===== src/rtl/dec_syndrome_pkg.sv =====
// Shared Reed-Solomon link parameters and the GF(2^m) constant helpers used to
// build the alpha-power multiplier tables at elaboration time.
package dec_syndrome_pkg;

   localparam int EGF_DIM     = 8;
   localparam int ENC_SYM     = 8;
   localparam int RSC_COD_LEN = 255;
   localparam int RSC_PAR_LEN = 16;
   localparam int RSC_FCR     = 0;
   localparam logic [EGF_DIM:0] EGF_PRI_POL = 9'h11D;

   localparam int POS_W = $clog2(RSC_COD_LEN);
   localparam int K_W   = $clog2(ENC_SYM + 1);
   localparam int GF_ORD = (2 ** EGF_DIM) - 1;

   typedef logic [EGF_DIM-1:0] sym_t;

   function automatic sym_t gf_mul(input sym_t a, input sym_t b);
      sym_t p;
      sym_t x;
      p = '0;
      x = a;
      for (int i = 0; i < EGF_DIM; i++) begin
         if (b[i]) p = p ^ x;
         x = x[EGF_DIM-1] ? ((x << 1) ^ EGF_PRI_POL[EGF_DIM-1:0]) : (x << 1);
      end
      return p;
   endfunction

   function automatic sym_t gf_pow(input int n);
      sym_t r;
      r = sym_t'(1);
      for (int i = 0; i < (n % GF_ORD); i++) r = gf_mul(r, sym_t'(2));
      return r;
   endfunction

   // Row n holds alpha^(jp*n) for n = 0..ENC_SYM.
   function automatic logic [(ENC_SYM+1)*EGF_DIM-1:0] alpha_row(input int jp);
      logic [(ENC_SYM+1)*EGF_DIM-1:0] row;
      row = '0;
      for (int n = 0; n <= ENC_SYM; n++) row[n*EGF_DIM +: EGF_DIM] = gf_pow(jp * n);
      return row;
   endfunction

endpackage


===== src/rtl/dec_syn_cell.sv =====
// One syndrome accumulator: Horner update over a full beat, k-selected finish
// value for an end beat, and the masked tail that seeds the next codeword.
module dec_syn_cell
   import dec_syndrome_pkg::*;
#(
   parameter int JP = 0
) (
   input  logic                       clk,
   input  logic                       rst_n,
   input  logic                       beat,
   input  logic                       end_beat,
   input  logic [K_W-1:0]             k,
   input  logic [ENC_SYM*EGF_DIM-1:0] data,
   output sym_t                       fin
);

   localparam logic [(ENC_SYM+1)*EGF_DIM-1:0] POW = alpha_row(JP);

   sym_t acc;
   sym_t tail;
   sym_t fin_k [1:ENC_SYM];

   // fin_k[ENC_SYM] doubles as the mid-beat update.
   always_comb begin
      tail = '0;
      fin  = '0;
      for (int kk = 1; kk <= ENC_SYM; kk++) begin
         fin_k[kk] = gf_mul(acc, POW[kk*EGF_DIM +: EGF_DIM]);
         for (int i = 0; i < ENC_SYM; i++) begin
            if (i < kk)
               fin_k[kk] = fin_k[kk] ^ gf_mul(data[i*EGF_DIM +: EGF_DIM],
                                              POW[(kk-1-i)*EGF_DIM +: EGF_DIM]);
         end
      end
      for (int i = 0; i < ENC_SYM; i++) begin
         if (i >= int'(k))
            tail = tail ^ gf_mul(data[i*EGF_DIM +: EGF_DIM],
                                 POW[(ENC_SYM-1-i)*EGF_DIM +: EGF_DIM]);
      end
      for (int kk = 1; kk <= ENC_SYM; kk++) begin
         if (int'(k) == kk) fin = fin_k[kk];
      end
   end

   always_ff @(posedge clk or negedge rst_n) begin
      if (!rst_n) begin
         acc <= '0;
      end else if (beat) begin
         acc <= end_beat ? tail : fin_k[ENC_SYM];
      end
   end

endmodule


===== src/rtl/dec_syndrome.sv =====
// Receive-side syndrome calculator: tracks codeword position across beats and
// registers the full syndrome set, error flag and saturating error count.
module dec_syndrome
   import dec_syndrome_pkg::*;
#(
   parameter int ERR_CNT_W = 16
) (
   input  logic                           clk,
   input  logic                           rst_n,
   input  logic                           enc_valid,
   input  logic [ENC_SYM*EGF_DIM-1:0]     enc_data,
   output logic                           syn_valid,
   output logic [RSC_PAR_LEN*EGF_DIM-1:0] syn_data,
   output logic                           syn_error,
   output logic [ERR_CNT_W-1:0]           err_count
);

   logic [POS_W-1:0]               pos;
   logic [POS_W-1:0]               pos_nxt;
   logic [POS_W:0]                 rem;
   logic                           end_beat;
   logic [K_W-1:0]                 k;
   logic [RSC_PAR_LEN*EGF_DIM-1:0] fin_all;
   logic                           fin_nz;

   always_comb begin
      rem      = (POS_W+1)'(RSC_COD_LEN) - {1'b0, pos};
      end_beat = (rem <= (POS_W+1)'(ENC_SYM));
      k        = rem[K_W-1:0];
      pos_nxt  = end_beat ? (POS_W'(ENC_SYM) - POS_W'(k)) : (pos + POS_W'(ENC_SYM));
      fin_nz   = |fin_all;
   end

   for (genvar j = 0; j < RSC_PAR_LEN; j++) begin : g_cell
      dec_syn_cell #(
         .JP (RSC_FCR + j)
      ) u_cell (
         .clk      (clk),
         .rst_n    (rst_n),
         .beat     (enc_valid),
         .end_beat (end_beat),
         .k        (k),
         .data     (enc_data),
         .fin      (fin_all[j*EGF_DIM +: EGF_DIM])
      );
   end

   always_ff @(posedge clk or negedge rst_n) begin
      if (!rst_n) begin
         pos       <= '0;
         syn_valid <= 1'b0;
         syn_data  <= '0;
         syn_error <= 1'b0;
         err_count <= '0;
      end else begin
         syn_valid <= enc_valid && end_beat;
         if (enc_valid) pos <= pos_nxt;
         if (enc_valid && end_beat) begin
            syn_data  <= fin_all;
            syn_error <= fin_nz;
            if (fin_nz && (err_count != '1)) err_count <= err_count + ERR_CNT_W'(1);
         end
      end
   end

endmodule

===== config.mk =====
export PLATFORM = sky130hd
export DESIGN_NAME = dec_syndrome
export DESIGN_NICKNAME = d
export VERILOG_FILES = /design/src/rtl/dec_syndrome_pkg.sv /design/src/rtl/dec_syn_cell.sv /design/src/rtl/dec_syndrome.sv
export SDC_FILE = /design/constraint.sdc
export NUM_CORES = 2
export LEC_CHECK = 0
export BUFFER_PORTS_ARGS = -buffer_cell sky130_fd_sc_hd__buf_2
export CAP_MARGIN = 15
export CORE_AREA = 5 5 576 578
export CTS_CLUSTER_SIZE = 8
export DETAILED_ROUTE_END_ITERATION = 8
export DIE_AREA = 0 0 581 583
export PLACE_DENSITY = 0.48
export SKIP_LAST_GASP = 1
export SLEW_MARGIN = 20
export SYNTH_ARGS = -nofsm -noshare
export SYNTH_HDL_FRONTEND = slang
export SYNTH_SLANG_ARGS = --single-unit

===== constraint.sdc =====
create_clock -name clk -period 6.2 [get_ports clk]
set_input_delay 0.31 -clock clk [delete_from_list [all_inputs] [get_ports clk]]
set_output_delay 0.31 -clock clk [all_outputs]
set_load 0.005 [all_outputs]

==> results by group, run 1 <==
Placement
  – GP Congestion: 1.358
  – Hpwl dp: 989100 µm
  – Post-DP Area: 123400 µm²
  – Setup WS pre-CTS: -0.5286 ns
  – IO buf count: 212

CTS
  – Setup bufs post-CTS: 0
  – Max Root-Sink Buffers: 3
  – Clock tree sinks: 282
  – CTS H-tree lvls: 2
  – Number of buffers created by CTS: 51
  – Root Buffer: clkbuf_16

Synth
  – Synth warnings: 0
  – Post-synth ARST share: 100.0%
  – #FFs+latches synth: 282
  – Cell taking the most area after synthesis: xnor2_1
  – Share of the yosys chip area belonging to registers: 7.264%
  – Post-Syn Area per Cell: 9.368 µm²
  – Main synth FF type: dfrtp_1
  – Synth top cells by count: 4235 x xnor2_1, 942 x xor2_1, 888 x xnor3_1
  – Post-synthesis cell type count: 85
  – EDFF count, synth: 0
  – Most common cell in the netlist: xnor2_1
  – Syn Nets: 10440
  – Syn Std Cell Area: 97140 µm²
  – Share of the synthesized area in the top cell type: 38.18%
  – Main area contributors after synthesis: xnor2_1 38%, xnor3_1 21%, xor2_1 8.5%
  – Cell count after synthesis: 10370

Floorplan
  – Die Span X: 581 µm
  – Die height: 583 µm
  – Row cnt: 210
  – Top Ports: 213
  – Initial core utilization: 29.79%

Global routing
  – Largest net degree at the start of global routing: 144
  – GR Util All Layers: 78.77%
  – Vias in the first global route: 129000
  – First-pass GRT wire length: 1768000 µm
  – GRT Residual Overflow: 1816

Run status
  – Failed at: global routing
  – Run Error: [ERROR GRT-0116] Global routing finished with congestion. Check the congestion regions in the DRC Viewer.
  – Status: aborted with a tool error
[logic make-up after synthesis]
logic type               Yosys count  share of synthesized area (%)
XOR/XNOR                        6346                          73.14
flip-flops                       282                          7.264
multiplexers                      41                         0.4431
AND/OR/NAND/NOR                 1523                          6.501
adder cells (fa/ha/maj)            7                        0.09016
buffers and inverters            888                          4.119
AO/OA/AOI/OAI                   1282                          8.444
[layer usage]
layer	GRT overflow	GRT usage, %
met5	2	50.23
met4	782	71.57
met3	40	71.47
met2	965	87.26
met1	27	81.51
[metrics by stage]
step                instances  TNS, ns  util (%)
floorplan               10370        0         -
global placement        16580   -18.39     37.69
detailed placement      16600   -6.978     37.84
CTS                     16680        0     38.35
[timing repair]
action                     4_1_cts
setup endpoints to repair        2
hold buffers                     2
resized for setup                1
hold endpoints to repair        68
==> inputs of run 2 (changes only) <==
- CORE_AREA: 5 5 576 578 -> 5 5 703 705
- CTS_CLUSTER_SIZE: 8 -> not set
- DIE_AREA: 0 0 581 583 -> 0 0 708 710
- PLACE_DENSITY: 0.48 -> not set
- PLACE_DENSITY_LB_ADDON: not set -> 0.15
==> run 2 against run 1 <==
Against the previous run: the flow now finishes, with violations (negative setup slack); synthesized area unchanged; synthesized cell count unchanged.
==> results by group, run 2 <==
Run status
  – Status: finished, violations left
  – Failing checks: negative setup slack

Synth
  – Share of the yosys chip area belonging to registers: 7.264% (unchanged)
  – Synth warnings: 0 (unchanged)
  – Synth top cells by count: 4235 x xnor2_1, 942 x xor2_1, 888 x xnor3_1
  – Syn Std Cell Area: 97140 µm² (unchanged)
  – Syn Nets: 10440 (unchanged)
  – EDFF count, synth: 0 (unchanged)
  – Main area contributors after synthesis: xnor2_1 38%, xnor3_1 21%, xor2_1 8.5%
  – Cell count after synthesis: 10370 (unchanged)
  – #FFs+latches synth: 282 (unchanged)
  – Most common cell in the netlist: xnor2_1
  – Share of the synthesized area in the top cell type: 38.18% (unchanged)
  – Post-Syn Area per Cell: 9.368 µm² (unchanged)
  – Cell taking the most area after synthesis: xnor2_1
  – Post-synthesis cell type count: 85 (unchanged)
  – Main synth FF type: dfrtp_1
  – Post-synth ARST share: 100.0% (unchanged)

CTS
  – CTS tree: done
  – Setup bufs post-CTS: 0 (unchanged)
  – Clock tree sinks: 282 (unchanged)
  – Worst-path clk slew: 0.06 ns
  – Clock Latency Late Sink: 0.92 ns
  – Root Buffer: clkbuf_16
  – Max Root-Sink Buffers: 3 (unchanged)
  – Number of buffers created by CTS: 50 (-2.0%)
  – CTS H-tree lvls: 2 (unchanged)

Placement
  – Setup WS pre-CTS: -0.3260 ns (+0.2027 ns)
  – IO buf count: 212 (unchanged)
  – Hpwl dp: 1268000 µm (+28%)
  – Post-Place Cells: 19240 (+16%)
  – GP Congestion: 1.133 (-17%)

STA
  – RSZ-0062 raised after global routing: no
  – Setup WS post-layout: -0.3591 ns
  – Worst relative slew slack: 6.206%
  – Fmax: 152.5 MHz
  – Endpoints failing hold: 0
  – Setup violators final: 17
  – Worst-Margin Slew: 1.397 ns
  – Final Cycle Share: 105.8%
  – Min Tclk post-route: 6.559 ns
  – Slew Limit Fails: 0
  – Clock Skew: 0.1368 ns

Detailed routing
  – Total Wirelength: 1519000 µm
  – ANT nets after route: 0
  – Via/cell ratio: 6.106
  – First DRT Iteration DRCs: 23530
  – Via count: 119400
  – Post-DR wirelength/cell: 77.71 µm
  – First drt pass iteration count: 6
  – Drt drc: 0

Setup path
  – R2R depth: 22
  – Worst Setup End Kind: flip-flop
  – CP most frequent cell: buf_4
  – CP Data Required Time: 6.96 ns
  – Max incr delay on CP: 0.79 ns
  – Worst setup SP type: flip-flop
  – WP data arrival: 7.32 ns
  – Crit path kind: flip-flop to flip-flop
  – Reg-to-Reg Start: g_cell[14].u_cell.acc[7]
  – Max stage delay cell, worst path: xnor2_1
  – Critical Path, Cell by Cell: xnor2_1, buf_4, xnor2_1, buf_4, xnor2_2, buf_4, xnor2_1, xnor2_1, o21ai_1, buf_4, a21oi_1, buf_4, a221oi_1, buf_4, nand4_1, buf_4, nor4_2, buf_4, a31oi_4, buf_12, nand4_1, xnor2_1
  – R2R setup slack: -0.36 ns
  – Reg2reg end: err_count[7]
  – Worst Path Max Fanout: 13

Floorplan
  – Row cnt: 257 (+22%)
  – Die Area: 502700 µm²
  – Initial core utilization: 19.91% (-9.9 points)
  – Core area: 487800 µm²
  – Die height: 710 µm (+22%)
  – Die Span X: 708 µm (+22%)
  – Top Ports: 213 (unchanged)

Layout
  – Fin cells: 19550
  – Most frequent cells in the layout: 4016 x xnor2_1, 2667 x buf_4, 919 x xor2_1
  – Final #Nets: 12900
  – Largest registers: g_cell.u_cell.acc (128), syn_data (128), err_count (16)
  – Fill count: 52250
  – Share of layout cells above drive strength 1: 30.22%
  – Commonest non-fill, non-tap cell in the layout: xnor2_1
  – Synthesis-to-layout area growth: 39.52%

Global routing
  – Vias in the first global route: 100500
  – First-pass GRT wire length: 1748000 µm
  – Initial antenna violation count: 313
  – GRT Residual Overflow: 0
  – GR Util All Layers: 58.31%
  – Largest net degree at the start of global routing: 110

Run
  – Max_cap viols: 0

Min path
  – Hold EP: syn_data[2]
  – Hold Startpoint: enc_data[58]
  – WHS Path Cells: 4
  – Worst min path class: input pin to flip-flop
-- run 2: critical path, delay by kind of cell (launching register included) --
kind	cells	cell delay, ns
AOI/OAI and AO/OA	4	1.35
and+or+nand+nor	3	0.40
DFF	1	0.43
buffers and inverters	9	2.13
xor gates and xnor gates	6	2.02
-- run 2: what timing repair did --
item / in CTS / in global routing
hold buffers: 4 / 0
setup endpoints to repair: 16 / 0
endpoints found under the hold margin: 97 / 0
resized for setup: 2 / 0
-- run 2: worst max-delay path by stage --
stage	startpoint	to	slack, ns
finish	g_cell[14].u_cell.acc[7]	err_count[7]	-0.36
detailed placement	enc_data[7]	err_count[7]	-0.33
global route	g_cell[14].u_cell.acc[7]	err_count[7]	0.02
floorplan	pos[1]	err_count[1]	2.11
CTS	g_cell[12].u_cell.acc[5]	err_count[7]	0.04
global placement	enc_data[27]	err_count[7]	-1.27
-- run 2: layout make-up --
type	instances	area [µm²]	area share, %
Inverter	70	267.8	0.1976
Sequential cell	282	7069	5.216
Tap cell	6475	8102	5.978
Clock buffer	63	1370	1.011
Multi-Input combinational cell	9199	89160	65.79
Timing Repair Buffer	3222	28570	21.08
Antenna cell	210	525.5	0.3877
Clock inverter	31	471.7	0.3480
-- run 2: kinds of logic (layout without fill, tap and decap cells) --
family          Yosys count  after routing  share of synthesized area [%]
mux                      41             41                         0.4431
other cells               0            210                              0
buf+inv                 888           3386                          4.119
xor+xnor               6346           6346                          73.14
simple gates           1523           1523                          6.501
flops                   282            282                          7.264
fa+ha+maj                 7              7                        0.09016
compound gates         1282           1282                          8.444
-- run 2: stage by stage --
step	util (%)	hold slack (ns)	setup TNS (ns)	area (µm²)
2_1_floorplan	-	0.01441	0	97140
3_3_place_gp	27.11	0.3102	-20.13	132200
3_5_place_dp	27.25	0.3067	-4.112	132900
4_1_cts	27.64	0.2093	0	134800
5_1_grt	27.69	0.2800	0	135100
6_report	27.78	0.2572	-4.968	135500
-- run 2: layer usage --
layer	vias to the layer above	global-route usage (%)	part of all wire [%]
met2	13390	75.83	37
met4	106	62.47	13
met5	-	0.3046	0.10
met3	4682	28.87	13
li1	39170	-	-
met1	62040	65.50	37
Power of run 2 is not shown: default switching activity piles up to over one toggle a cycle in this logic, so the estimate is an artifact.
